## src/rtl/progmem_pkg.sv

```systemverilog
// Shared definitions for the program-memory arbiter: default widths and the
// encoding of the last-granted-requester state.
package progmem_pkg;

    localparam int unsigned AW_DEFAULT = 8;
    localparam int unsigned DW_DEFAULT = 16;

    typedef enum logic [1:0] {
        GntNone  = 2'd0,
        GntFetch = 2'd1,
        GntLoad  = 2'd2
    } last_gnt_e;

endpackage

```

## src/rtl/progmem_rdreg.sv

```systemverilog
// Registered read-data/valid pair for one arbiter port. The valid bit follows
// the capture strobe by one cycle; data holds its last value otherwise.
module progmem_rdreg #(
    parameter int unsigned DW = 16
) (
    input  logic          clk,
    input  logic          rst_n,
    input  logic          cap,
    input  logic [DW-1:0] din,
    output logic          valid,
    output logic [DW-1:0] data
);

    logic          valid_q;
    logic [DW-1:0] data_q;

    // capture memory data on a read grant edge, pulse valid for one cycle
    always_ff @(posedge clk or negedge rst_n) begin
        if (!rst_n) begin
            valid_q <= 1'b0;
            data_q  <= '0;
        end else begin
            valid_q <= cap;
            if (cap) begin
                data_q <= din;
            end
        end
    end

    assign valid = valid_q;
    assign data  = data_q;

endmodule

```

## src/rtl/progmem_arbiter.sv

```systemverilog
// Program-memory arbiter between the CPU fetch port and the loader/debug port.
// One access per cycle, read latency 1. Default build uses fixed loader
// priority with a starvation counter that forces a fetch grant after
// STARVE_MAX consecutive loader grants. Defining PROGMEM_RR_EN switches to
// round-robin on simultaneous requests and removes the counter.
module progmem_arbiter
    import progmem_pkg::*;
#(
    parameter int unsigned AW         = AW_DEFAULT,
    parameter int unsigned DW         = DW_DEFAULT,
    parameter int unsigned STARVE_MAX = 4
) (
    input  logic          clk,
    input  logic          rst_n,
    input  logic          f_req,
    input  logic [AW-1:0] f_addr,
    output logic          f_gnt,
    output logic          f_rvalid,
    output logic [DW-1:0] f_rdata,
    input  logic          l_req,
    input  logic          l_we,
    input  logic [AW-1:0] l_addr,
    input  logic [DW-1:0] l_wdata,
    output logic          l_gnt,
    output logic          l_rvalid,
    output logic [DW-1:0] l_rdata,
    output logic          mem_en,
    output logic          mem_we,
    output logic [AW-1:0] mem_addr,
    output logic [DW-1:0] mem_wdata,
    input  logic [DW-1:0] mem_rdata
);

    logic      f_win;
    logic      l_win;
    last_gnt_e last_gnt_q;
    last_gnt_e last_gnt_d;

`ifdef PROGMEM_RR_EN
    // round-robin: on a tie, grant the port that did not win last (loader first)
    always_comb begin
        f_win = 1'b0;
        l_win = 1'b0;
        if (f_req && l_req) begin
            if (last_gnt_q == GntLoad) begin
                f_win = 1'b1;
            end else begin
                l_win = 1'b1;
            end
        end else begin
            f_win = f_req;
            l_win = l_req;
        end
    end
`else
    localparam int unsigned CW = (STARVE_MAX > 0) ? $clog2(STARVE_MAX + 1) : 1;
    localparam logic [CW-1:0] STARVE_LIM = CW'(STARVE_MAX);

    logic [CW-1:0] starve_q;
    logic [CW-1:0] starve_d;
    logic          starve_hit;

    assign starve_hit = (starve_q >= STARVE_LIM);

    // fixed priority: loader wins unless fetch has been starved long enough
    always_comb begin
        f_win = 1'b0;
        l_win = 1'b0;
        if (f_req && (!l_req || starve_hit)) begin
            f_win = 1'b1;
        end else if (l_req) begin
            l_win = 1'b1;
        end
    end

    // count loader grants that happen while fetch is waiting
    always_comb begin
        starve_d = starve_q;
        if (f_gnt || !f_req) begin
            starve_d = '0;
        end else if (l_gnt) begin
            starve_d = starve_q + CW'(1);
        end
    end

    // starvation counter register
    always_ff @(posedge clk or negedge rst_n) begin
        if (!rst_n) begin
            starve_q <= '0;
        end else begin
            starve_q <= starve_d;
        end
    end
`endif

    // grants are gated by reset so nothing is granted while rst_n is low
    assign f_gnt     = rst_n & f_win;
    assign l_gnt     = rst_n & l_win;
    assign mem_en    = f_gnt | l_gnt;
    assign mem_we    = l_gnt & l_we;
    assign mem_addr  = l_gnt ? l_addr : f_addr;
    assign mem_wdata = l_gnt ? l_wdata : '0;

    // remember which port won; idle cycles leave it untouched
    always_comb begin
        last_gnt_d = last_gnt_q;
        if (f_gnt) begin
            last_gnt_d = GntFetch;
        end else if (l_gnt) begin
            last_gnt_d = GntLoad;
        end
    end

    // last-grant state register
    always_ff @(posedge clk or negedge rst_n) begin
        if (!rst_n) begin
            last_gnt_q <= GntNone;
        end else begin
            last_gnt_q <= last_gnt_d;
        end
    end

    progmem_rdreg #(
        .DW (DW)
    ) u_f_rdreg (
        .clk   (clk),
        .rst_n (rst_n),
        .cap   (f_gnt),
        .din   (mem_rdata),
        .valid (f_rvalid),
        .data  (f_rdata)
    );

    // loader writes produce no read response
    progmem_rdreg #(
        .DW (DW)
    ) u_l_rdreg (
        .clk   (clk),
        .rst_n (rst_n),
        .cap   (l_gnt & ~l_we),
        .din   (mem_rdata),
        .valid (l_rvalid),
        .data  (l_rdata)
    );

endmodule

```

## config.mk

```make
export PLATFORM = sky130hd
export DESIGN_NAME = progmem_arbiter
export DESIGN_NICKNAME = d
export VERILOG_FILES = /design/src/rtl/progmem_pkg.sv /design/src/rtl/progmem_rdreg.sv /design/src/rtl/progmem_arbiter.sv
export SDC_FILE = /design/constraint.sdc
export NUM_CORES = 1
export LEC_CHECK = 0
export BUFFER_PORTS_ARGS = -buffer_cell sky130_fd_sc_hd__buf_2
export CORE_ASPECT_RATIO = 2
export CORE_MARGIN = 8
export CORE_UTILIZATION = 29
export DETAILED_ROUTE_END_ITERATION = 6
export MAX_ROUTING_LAYER = met4
export PLACE_DENSITY = 0.61
export SLEW_MARGIN = 20
export SYNTH_ARGS = -nofsm -noshare
export SYNTH_HDL_FRONTEND = slang
export SYNTH_SLANG_ARGS = --single-unit
```

## constraint.sdc

```tcl
create_clock -name clk -period 1.92 [get_ports clk]
set_input_delay 0.48 -clock clk [delete_from_list [all_inputs] [get_ports clk]]
set_output_delay 0.48 -clock clk [all_outputs]
set_load 0.02 [all_outputs]
```

# Word level (Yosys, flattened, before mapping)
# Cells that the tools add are included.
[word_totals]
input_bits = 53
regBits = 37
[classes]
mux = 7
addsub = 1
bitwise = 6
n_lt_le_gt_ge = 1
reduce_logical = 6
[ops]
columns = ["op", "n"]
rows = [
  ["16-bit two-way mux", 1],
  ["8-bit two-way mux", 1],
  ["3-bit two-way mux", 2],
  ["1-bit bitwise AND", 4],
  ["3-bit by 1-bit adder with 3-bit output, second input constant", 1],
  ["3-bit >= comparator, second input constant", 1],
  ["1-bit two-way mux", 3],
  ["1-bit zero test", 2],
  ["1-bit logical OR", 2],
  ["2-bit nonzero test", 1],
  ["1-bit logical AND", 1],
  ["1-bit inverter", 1],
  ["1-bit OR", 1],
]

# Longest topological paths before layout
# Gate-level depths: netlist of the first run.
[depth]
word_depth = 7
mapped_depth = 4
depth_no_buf = 4

# Hierarchy
# From an unflattened synthesis of the first run, not the netlist that was laid out.
[unflattened]
hier_cells = 117
area_unflattened_um2 = 1795.5
[modules_own_cells]
columns = ["module", "instances", "cells_per_inst", "area_each_um2"]
rows = [
  ["progmem_rdreg", 2, 35, 674.4],
  ["progmem_arbiter", 1, 47, 446.7],
]

# Worst setup path before layout of the first run
# No wires, ideal clock.
[synth_timing]
kind = "input -> output"
start = "in rst_n"
end = "out mem_addr[6]"
cell_stages = 4
arrival_time_ns = 1.452
path_buffers = 1
setup_slack_ns = -0.012
path_cell_list = "nand2_2 -> a21oi_2 -> buf_4 -> mux2_1"
[synth_between]
elab_chain_cells = 2
[synth_rtl]
columns = ["element", "line", "text"]
rows = [
  ["start, declared", "progmem_arbiter.sv:14", "input logic rst_n,"],
  ["1-bit bitwise AND", "progmem_arbiter.sv:98", "assign l_gnt = rst_n & l_win;"],
  ["8-bit two-way mux", "progmem_arbiter.sv:101", "assign mem_addr = l_gnt ? l_addr : f_addr;"],
  ["end, declared", "progmem_arbiter.sv:29", "output logic [AW-1:0] mem_addr,"],
]
# Every way passes these cells.

# Worst setup path after layout of the first run
[layout_timing]
start = "reg starve_q[2]"
end = "out mem_addr[5]"
[layout_between]
elab_chain_cells = 6
[layout_rtl]
columns = ["element", "line", "text"]
rows = [
  ["start, declared", "progmem_arbiter.sv:59", "logic [CW-1:0] starve_q;"],
  ["start signal, assigned", "progmem_arbiter.sv:91", "starve_q <= starve_d;"],
  ["3-bit >= comparator", "progmem_arbiter.sv:63", "assign starve_hit = (starve_q >= STARVE_LIM);"],
  ["1-bit logical OR", "progmem_arbiter.sv:69", "if (f_req && (!l_req || starve_hit)) begin"],
  ["1-bit logical AND", "progmem_arbiter.sv:69", ""],
  ["1-bit two-way mux", "progmem_arbiter.sv:69", ""],
  ["1-bit bitwise AND", "progmem_arbiter.sv:98", ""],
  ["8-bit two-way mux", "progmem_arbiter.sv:101", ""],
]
# Every way passes these cells.

==> impl_metrics.py, run 1 <==
metrics = {
    "outcome": {
        "status": "finished, violations left",
        "violations": "setup timing",
    },
    "die": {
        "start_util": 0.2985,
        "die-area_um2": 8734,
        "row_count": 39,
        "die_h_um": 124.4,
        "die_x_um": 70.21,
        "pin_count": 115,
        "coreArea_um2": 5709,
    },
    "critical_path": {
        "worstReg2RegStart": "starve_q[2]",
        "reg2regPathDepth": 5,
        "crit_fanout": 10,
        "start_kind": "flip-flop",
        "critPathKind": "flip-flop to output port",
        "cp-end-kind": "output port",
        "cp.required_ps": 1440,
        "critical_path.startpoint": "starve_q[2]",
        "r2r_slack_ps": 330,
        "arrival_ps": 1490,
        "reg2reg_to": "u_l_rdreg.data[5]",
    },
    "sta": {
        "skew_ps": 3.411,
        "max_freq_mhz": 507.4,
        "maxSlewViolCount": 0,
        "rsz0062_at_grt": "true",
        "hold_viol": 0,
        "holdWs_ps": 198.2,
        "worst_slack_ps": -50.98,
        "setup-tns-final_ps": -315.9,
        "fin_crit_ps": 1971,
        "relSlewSlack": 0.8147,
        "worst_pin_slew_ps": 277.9,
        "finalCritPeriodShare": 1.027,
        "finalSetupViolations": 8,
    },
    "placement": {
        "dp_cells": 296,
        "dpl.hpwl_um": 4133,
        "routabilityCongestion": 0.7040,
        "place_ws_ps": -67.52,
        "io_buffers": 114,
    },
    "logic_synthesis": {
        "syn_nets": 170,
        "synthesis.area_um2": 1704,
        "synth_top_area_share": 0.5433,
        "ys.flop_type": "dfrtp_1",
        "syn_avg_cell_area_um2": 14.69,
        "ys_warn_count": 0,
        "syn_inst": 116,
        "ys_seq_elements": 37,
        "synthDistinctLibCells": 22,
        "synth-async-reset-ratio": 1.000,
        "synth.largest_area_cell": "dfrtp_1",
        "synth-edff-count": 0,
        "synth-seq-area-share": 0.5433,
        "yosys-top-cells-area": "dfrtp_1, mux2_2, mux2_4, and2_1, buf_12",
    },
    "layout": {
        "drive_gt1_frac": 0.7317,
        "nets": 299,
        "final_cell_mix": "buf_2, dfrtp_1, mux2_2, and2_1, buf_4",
        "final_common_cell": "buf_2",
        "diodes": 0,
        "syn_to_final_growth_pct": 56.31,
        "stdcell_count": 307,
    },
    "global_route": {
        "grt_start_max_net_pins": 23,
        "grt.overflow.total": 0,
        "grt_usage": 0.1167,
        "grt_pass1_vias": 1520,
        "antenna_found_initial": 0,
        "grt_pass1_wl_um": 8052,
        "globalRouteMet3Util": 0.05901,
        "busiest_layer": "met2",
        "gr-usage-met2": 0.1963,
        "met1_usage": 0.1089,
    },
    "power_and_ir_drop": {
        "power_frac_seq": 0.376,
        "power.internal_uw": 1847,
        "switching_share": 0.2888,
        "total_leakage_power_uw": 0.001391,
        "power_uw": 2597,
        "switchingPower_uw": 750.2,
        "power_frac_comb": 0.269,
        "clock_power_share": 0.355,
        "power_density_nw_per_um2": 975.1,
        "vdd_drop_max_mv": 0.8037,
    },
    "route": {
        "vias_per_cell": 4.642,
        "ant_nets": 0,
        "drtIter0Drc": 22,
        "first_pass_iters": 4,
        "drc": 0,
        "routedWlPerCell_um": 16.52,
        "vias": 1425,
        "routed_wl_um": 5073,
    },
    "clocking": {
        "cts_tree": "built",
        "clock_latency_ps": 280,
        "cts.sinks": 37,
        "htreeDepth": 2,
        "clkTransAtPathRegs_ps": 60,
        "cts_root_buf": "clkbuf_16",
        "clock_tree.buffer_depth": 2,
        "cts_buffers": 5,
    },
    "job": {
        "cap_viol_max_count": 0,
    },
    "worst_hold_path": {
        "min_path_type": "input pin to asynchronous set/reset pin",
    },
}
[Yosys cell counts, drive strengths merged (2+ instances only)]
master,n
nor3b,2
nand2,2
dfrtp,37
and2,18
buf,4
mux2,40
inv,2
and2b,2
o21a,2
[power by group through the flow]
stage               combinational, uW  clock (uW)  sequential [uW]
finish                            700         922              975
global route                      747         977              992
CTS                               700         958              978
detailed placement                689           0              991
global placement                  684           0              988
floorplan                         235           0             1150
[worst max path at each step]
stage / to / cells after the start
CTS: mem_addr[5] / 4
finish: mem_addr[5] / 4
detailed placement: mem_addr[5] / 5
global route: mem_addr[0] / 4
floorplan: mem_addr[6] / 4
global placement: mem_addr[5] / 5
[through the flow]
| step | util | cell area, um^2 |
|---|---|---|
| CTS | 0.4580 | 2615 |
| floorplan | - | 1712 |
| detailed placement | 0.4201 | 2399 |
| finish | 0.4666 | 2664 |
| global route | 0.4666 | 2664 |
| global placement | 0.4201 | 2399 |
[cell type report]
cell class | count | area [um^2]
clock buffer | 6 | 128.9
clock inverter | 2 | 38.79
fill | 519 | 3045
inverter | 2 | 7.507
multi-input combinational | 73 | 738.2
sequential | 37 | 927.1
tap | 61 | 76.32
timing repair buffer | 126 | 747.0
[kinds of logic (layout without fill, tap and decap cells)]
| kind of cell | Yosys count | after routing | synth area share |
|---|---|---|---|
| and+or+nand+nor | 27 | 27 | 0.1101 |
| adders and majority gates | 1 | 1 | 0.007341 |
| AOI/OAI and AO/OA | 4 | 4 | 0.02129 |
| buffers and inverters | 6 | 136 | 0.02790 |
| DFF | 37 | 37 | 0.5433 |
| muxes | 41 | 41 | 0.2900 |
[metal layers]
metal | vias up | routed length (um)
met4 | 0 | 93
met1 | 665 | 1838
li1 | 661 | -
met2 | 92 | 2553
met3 | 7 | 588
met5 | - | 0
[state kept, by name, indices dropped and copies added, names as in the netlist]
| signal | cells |
|---|---|
| u_f_rdreg.data | 16 |
| u_l_rdreg.valid | 1 |
| starve_q | 3 |
| u_f_rdreg.valid | 1 |
| u_l_rdreg.data | 16 |
[worst max-delay path, cell delays in order (launching register included)]
cell     delay (ps)
dfrtp_2         420
a21oi_4         160
buf_12          140
mux2_2          320
buf_2           160
[what timing repair did]
action                                 4_1_cts  5_1_grt
setup endpoints to repair                   26       25
buffers inserted                             3        0
hold buffers                                 0        0
endpoints found under the hold margin        0        0
pin swaps                                    1        1
gates resized for setup                      6       16
No activity file was read; power rests on OpenSTA's default activity.
==> run 2: changes to the inputs <==
--- a/config.mk
+++ b/config.mk
@@ -5,6 +5,7 @@
 export SDC_FILE = /design/constraint.sdc
 export NUM_CORES = 1
 export LEC_CHECK = 0
+export ABC_AREA = 1
 export BUFFER_PORTS_ARGS = -buffer_cell sky130_fd_sc_hd__buf_2
 export CORE_ASPECT_RATIO = 2
 export CORE_MARGIN = 8
==> impl_metrics.py, run 2 <==
metrics = {
    "placement": {
        "place_area_um2": 2397,
        "routabilityCongestion": 0.7425,
        "dpl.hpwl_um": 4620,
        "io_buffers": 114,
    },
    "sta": {
        "relSlewSlack": 0.6635,
        "finalSetupViolations": 0,
        "max_freq_mhz": 541.3,
        "worst_pin_slew_ps": 504.7,
        "finalCritPeriodShare": 0.9622,
        "hold_viol": 0,
        "fin_crit_ps": 1847,
        "skew_ps": 1.864,
        "maxSlewViolCount": 0,
    },
    "power_and_ir_drop": {
        "power.internal_uw": 1766,
        "power_frac_seq": 0.379,
        "total_leakage_power_uw": 0.001657,
        "switchingPower_uw": 776.9,
        "power_frac_comb": 0.249,
        "vdd_drop_max_mv": 0.4490,
        "power_density_nw_per_um2": 974.0,
        "clock_power_share": 0.372,
        "switching_share": 0.3055,
    },
    "die": {
        "die_h_um": 126.7,
        "pin_count": 115,
        "row_count": 40,
        "coreArea_um2": 5956,
        "die_x_um": 71.33,
        "die-area_um2": 9034,
        "start_util": 0.2981,
    },
    "logic_synthesis": {
        "synth_top_area_share": 0.5215,
        "synth-async-reset-ratio": 1.000,
        "ys_seq_elements": 37,
        "ys_warn_count": 0,
        "synthesis.area_um2": 1775,
        "synthTopCellsByCount": "nand2_1, dfrtp_1, inv_1",
        "yosysMostFrequentCell": "nand2_1",
        "synth.largest_area_cell": "dfrtp_1",
        "ys.flop_type": "dfrtp_1",
        "syn_inst": 227,
        "synthDistinctLibCells": 18,
        "synth-seq-area-share": 0.5215,
        "syn_avg_cell_area_um2": 7.821,
        "synth-edff-count": 0,
        "syn_nets": 281,
        "yosys-top-cells-area": "dfrtp_1, nand2_1, nand4_1, inv_1, nor2_1",
    },
    "route": {
        "vias": 1879,
        "routedWlPerCell_um": 14.28,
        "ant_nets": 0,
        "drc": 0,
        "vias_per_cell": 4.572,
        "first_pass_iters": 4,
        "routed_wl_um": 5870,
        "drtIter0Drc": 61,
    },
    "layout": {
        "final_area_um2": 2611,
        "drive_gt1_frac": 0.4023,
        "diodes": 0,
        "final_util": 0.4384,
        "final_cell_mix": "buf_2, nand2_1, dfrtp_1, inv_1, nand4_1",
        "syn_to_final_growth_pct": 47.08,
        "nets": 401,
        "final_common_cell": "buf_2",
    },
    "clocking": {
        "htreeDepth": 2,
        "cts_buffers": 5,
        "cts.sinks": 37,
        "clock_latency_ps": 270,
        "cts_hold_buf": 0,
        "cts_tree": "built",
        "cts_root_buf": "clkbuf_16",
        "clock_tree.buffer_depth": 2,
        "clkTransAtPathRegs_ps": 60,
    },
    "global_route": {
        "grt_pass1_wl_um": 9611,
        "antenna_found_initial": 0,
        "grt.overflow.total": 0,
        "grt_start_max_net_pins": 40,
        "grt_pass1_vias": 2026,
        "grt_usage": 0.1356,
    },
    "critical_path": {
        "reg2reg_to": "u_l_rdreg.data[7]",
        "reg2regPathDepth": 7,
        "worstReg2RegStart": "starve_q[2]",
        "arrival_ps": 1370,
        "cp.required_ps": 1440,
        "cp-end-kind": "output port",
        "start_kind": "flip-flop",
        "critical_path.startpoint": "starve_q[2]",
        "r2r_slack_ps": 530,
        "crit_fanout": 15,
        "crit_end": "mem_wdata[0]",
        "critPathKind": "flip-flop to output port",
    },
    "job": {
        "cap_viol_max_count": 0,
    },
    "outcome": {
        "status": "finished clean",
    },
    "worst_hold_path": {
        "min_path_type": "input pin to flip-flop",
    },
}
run 2: changes by cell type after synthesis, moves of 18 or more:
cell	delta
and2_1	-18
mux2_2	-30
nand4_1	+18
nor2_1	+18
nand2_1	+109
inv_1	+20
run 2: per-layer routing:
layer  up-vias  track usage  wire, um
met2        69       0.2440      3177
li1        932            -         -
met4         0      0.07540       180
met3        10      0.01973       233
met5         -            -         0
met1       868       0.1339      2279
run 2: logic make-up after synthesis:
logic type,synth area share
and+or+nand+nor,0.3587
DFF,0.5215
buffers and inverters,0.1064
AOI/OAI and AO/OA,0.006342
adders and majority gates,0.007046
run 2: area by class of cell:
type	instances	area (um^2)
Tap cell	63	78.83
Sequential cell	37	925.9
Inverter	25	96.34
Fill cell	613	3344
Timing Repair Buffer	124	661.9
Clock buffer	7	142.6
Clock inverter	1	30.03
Multi-Input combinational cell	154	675.6
run 2: worst max-delay path, cell delays in order (launching register included):
cell and delay, ps:
dfrtp_1 370, inv_1 70, nand2_2 70, nand2_2 90
nand2_4 80, buf_8 150, nor2_1 90, buf_2 170
run 2: power groups by stage:
| stage | combinational (uW) | sequential, uW | clock (uW) |
|---|---|---|---|
| floorplan | 213 | 1120 | 0 |
| global placement | 633 | 973 | 0 |
| detailed placement | 639 | 977 | 0 |
| CTS | 642 | 964 | 966 |
| global route | 696 | 974 | 991 |
| finish | 634 | 963 | 946 |
run 2: worst min-delay path by stage:
stage,start,end,slack [ps],cells after the start
finish,mem_rdata[0],u_f_rdreg.data[0],420,3
CTS,mem_rdata[15],u_f_rdreg.data[15],410,3
floorplan,rst_n,starve_q[0],180,0
detailed placement,u_l_rdreg.data[2],u_l_rdreg.data[2],450,2
global route,mem_rdata[7],u_f_rdreg.data[7],430,3
global placement,u_l_rdreg.data[2],u_l_rdreg.data[2],450,2
run 2: metrics by stage:
step	hold slack [ps]	power (uW)	setup WS, ps	cells	TNS (ps)
finish	417.7	2543	72.65	411	0
global route	426.2	2662	-5.717	411	-11.15
CTS	414.0	2572	3.032	410	0
detailed placement	452.9	1616	16.02	402	0
global placement	450.4	1606	60.16	402	0
floorplan	184.4	1332	180.0	227	0
run 2: repair_timing:
item / CTS / global route
setup endpoints to repair: 8 / 26
gates cloned: 0 / 0
buffers inserted: 0 / 1
endpoints found under the hold margin: 0 / 0
resized for setup: 3 / 9
pin swaps: 0 / 1
==> run 3: changes to the inputs <==
--- a/config.mk
+++ b/config.mk
@@ -6,13 +6,13 @@
 export NUM_CORES = 1
 export LEC_CHECK = 0
 export ABC_AREA = 1
-export BUFFER_PORTS_ARGS = -buffer_cell sky130_fd_sc_hd__buf_2
 export CORE_ASPECT_RATIO = 2
 export CORE_MARGIN = 8
 export CORE_UTILIZATION = 29
 export DETAILED_ROUTE_END_ITERATION = 6
+export DONT_BUFFER_PORTS = 1
 export MAX_ROUTING_LAYER = met4
-export PLACE_DENSITY = 0.61
+export PLACE_DENSITY = 0.45
 export SLEW_MARGIN = 20
 export SYNTH_ARGS = -nofsm -noshare
 export SYNTH_HDL_FRONTEND = slang
==> constraint.sdc (replaced) <==
create_clock -name clk -period 1.7 [get_ports clk]
set_input_delay 0.425 -clock clk [delete_from_list [all_inputs] [get_ports clk]]
set_output_delay 0.425 -clock clk [all_outputs]
set_load 0.02 [all_outputs]
==> impl_metrics.py, run 3 (same netlist as run 2, synthesis figures left out) <==
metrics = {
    "die": {
        "row_count": 40,
        "die-area_um2": 9034,
        "start_util": 0.2981,
        "die_h_um": 126.7,
        "die_x_um": 71.33,
        "coreArea_um2": 5956,
        "pin_count": 115,
    },
    "sta": {
        "maxSlewViolCount": 0,
        "max_freq_mhz": 552.0,
        "fin_crit_ps": 1812,
        "worst_pin_slew_ps": 277.0,
        "finalCritPeriodShare": 1.066,
        "hold_viol": 0,
        "rsz0062_at_grt": "true",
        "finalSetupViolations": 27,
        "skew_ps": 4.839,
        "worst_slack_ps": -111.6,
        "relSlewSlack": 0.8153,
    },
    "route": {
        "routedWlPerCell_um": 19.77,
        "ant_nets": 0,
        "vias_per_cell": 4.988,
        "drc": 0,
        "routed_wl_um": 6407,
        "first_pass_iters": 4,
        "vias": 1616,
        "drtIter0Drc": 84,
    },
    "placement": {
        "place_ws_ps": 88.51,
        "place_area_um2": 1974,
        "io_buffers": 0,
        "dp_cells": 306,
        "routabilityCongestion": 0.7562,
        "dpl.hpwl_um": 4316,
    },
    "layout": {
        "ff_latch_area_um2": 925.9,
        "stdcell_count": 324,
        "diodes": 0,
        "final_area_um2": 2559,
        "final_common_cell": "nand2_1",
        "multi_input_area_um2": 898.4,
        "n_fill_cell": 592,
        "final_cell_mix": "nand2_1, dfrtp_1, inv_1, nand4_1, buf_4",
        "syn_to_final_growth_pct": 44.12,
        "nets": 314,
        "drive_gt1_frac": 0.3410,
    },
    "clocking": {
        "cts.sinks": 37,
        "cts_buffers": 5,
        "clkTransAtPathRegs_ps": 60,
        "cts_tree": "built",
        "clock_tree.buffer_depth": 2,
        "clock_latency_ps": 280,
        "cts_root_buf": "clkbuf_16",
        "htreeDepth": 2,
    },
    "worst_hold_path": {
        "min_path_type": "input pin to flip-flop",
        "hold_start": "mem_rdata[3]",
        "hold_path_depth": 2,
        "min_to": "u_f_rdreg.data[3]",
    },
    "global_route": {
        "antenna_found_initial": 0,
        "grt_pass1_vias": 1778,
        "grt_start_max_net_pins": 38,
        "grt_pass1_wl_um": 9425,
        "grt.overflow.total": 0,
        "grt_usage": 0.1419,
    },
    "critical_path": {
        "cp.required_ps": 1270,
        "crit_fanout": 7,
        "r2r_slack_ps": 290,
        "reg2regPathDepth": 7,
        "critPathKind": "flip-flop to output port",
        "reg2reg_to": "u_l_rdreg.data[15]",
        "cp-end-kind": "output port",
        "arrival_ps": 1390,
        "start_kind": "flip-flop",
        "worstReg2RegStart": "starve_q[2]",
    },
    "power_and_ir_drop": {
        "power_density_nw_per_um2": 1016,
        "vdd_drop_max_mv": 0.3704,
        "total_leakage_power_uw": 0.001387,
    },
    "outcome": {
        "violations": "setup timing",
        "status": "finished, violations left",
    },
    "job": {
        "cap_viol_max_count": 0,
    },
}
[run 3: cell count changes in the layout (fill, tap and decap cells not counted), sizes merged]
cell         previous run  this run
inv                    24        23
clkinv                  1         5
dlygate4sd3             0         1
buf                   124        34
bufinv                  1         0
[run 3: where the power goes]
| part | switching [uW] | internal [uW] |
|---|---|---|
| Sequential | 272 | 1010 |
| Clock | 348 | 538 |
| Combinational | 262 | 164 |
| Total | 882 | 1720 |
[run 3: final cells by class]
cell class	instances	share of cell area
Multi-Input combinational cell	154	0.3511
Tap cell	63	0.03081
Clock buffer	6	0.05037
Timing Repair inverter	1	0.006357
Inverter	25	0.04254
Timing Repair Buffer	36	0.1531
Sequential cell	37	0.3619
Clock inverter	2	0.003912
[run 3: per-stage QoR]
stage                     TNS [ps]    util  hold slack, ps  total power, uW
after CTS                    -1404  0.3990           247.1             2599
after global routing         -3718  0.4296           248.9             2732
after detailed placement         0  0.3315           130.6             1618
after global placement           0  0.3315           130.6             1612
final                        -2155  0.4296           251.3             2598
after floorplan                  0       -           129.4             1504
[run 3: worst max path at each step]
stage                      startpoint       endpoint  slack (ps)  cells after the start
final                     starve_q[2]  mem_wdata[12]        -110                      7
after global routing      starve_q[2]  mem_wdata[12]        -170                      7
after CTS                 starve_q[2]   mem_wdata[7]         -80                      7
after detailed placement        l_req    mem_addr[6]          90                      6
after global placement          l_req    mem_addr[5]         110                      6
after floorplan                 l_req  mem_wdata[10]          70                      6
[run 3: critical path, stage by stage, from the launching register on]
cell and delay, ps:
dfrtp_1 390, inv_2 60, nand2_2 60, nand2_2 90, nand2_4 100, clkbuf_16 200, nor2_4 90, buf_6 120
[run 3: routing by layer]
layer	wire length, um	part of all wire	track usage
met4	80	0.012	0.06304
met1	2240	0.35	0.1282
met5	0	0	-
met2	3589	0.56	0.2571
met3	496	0.077	0.04815
[run 3: timing repair]
action                                  CTS  global route
buffers inserted                          4             1
hold buffers                              2             0
endpoints found under the hold margin    37             0
pin swaps                                 5             2
cloned                                    2             1
gates resized for setup                  49            40
endpoints found under the setup margin   27            28
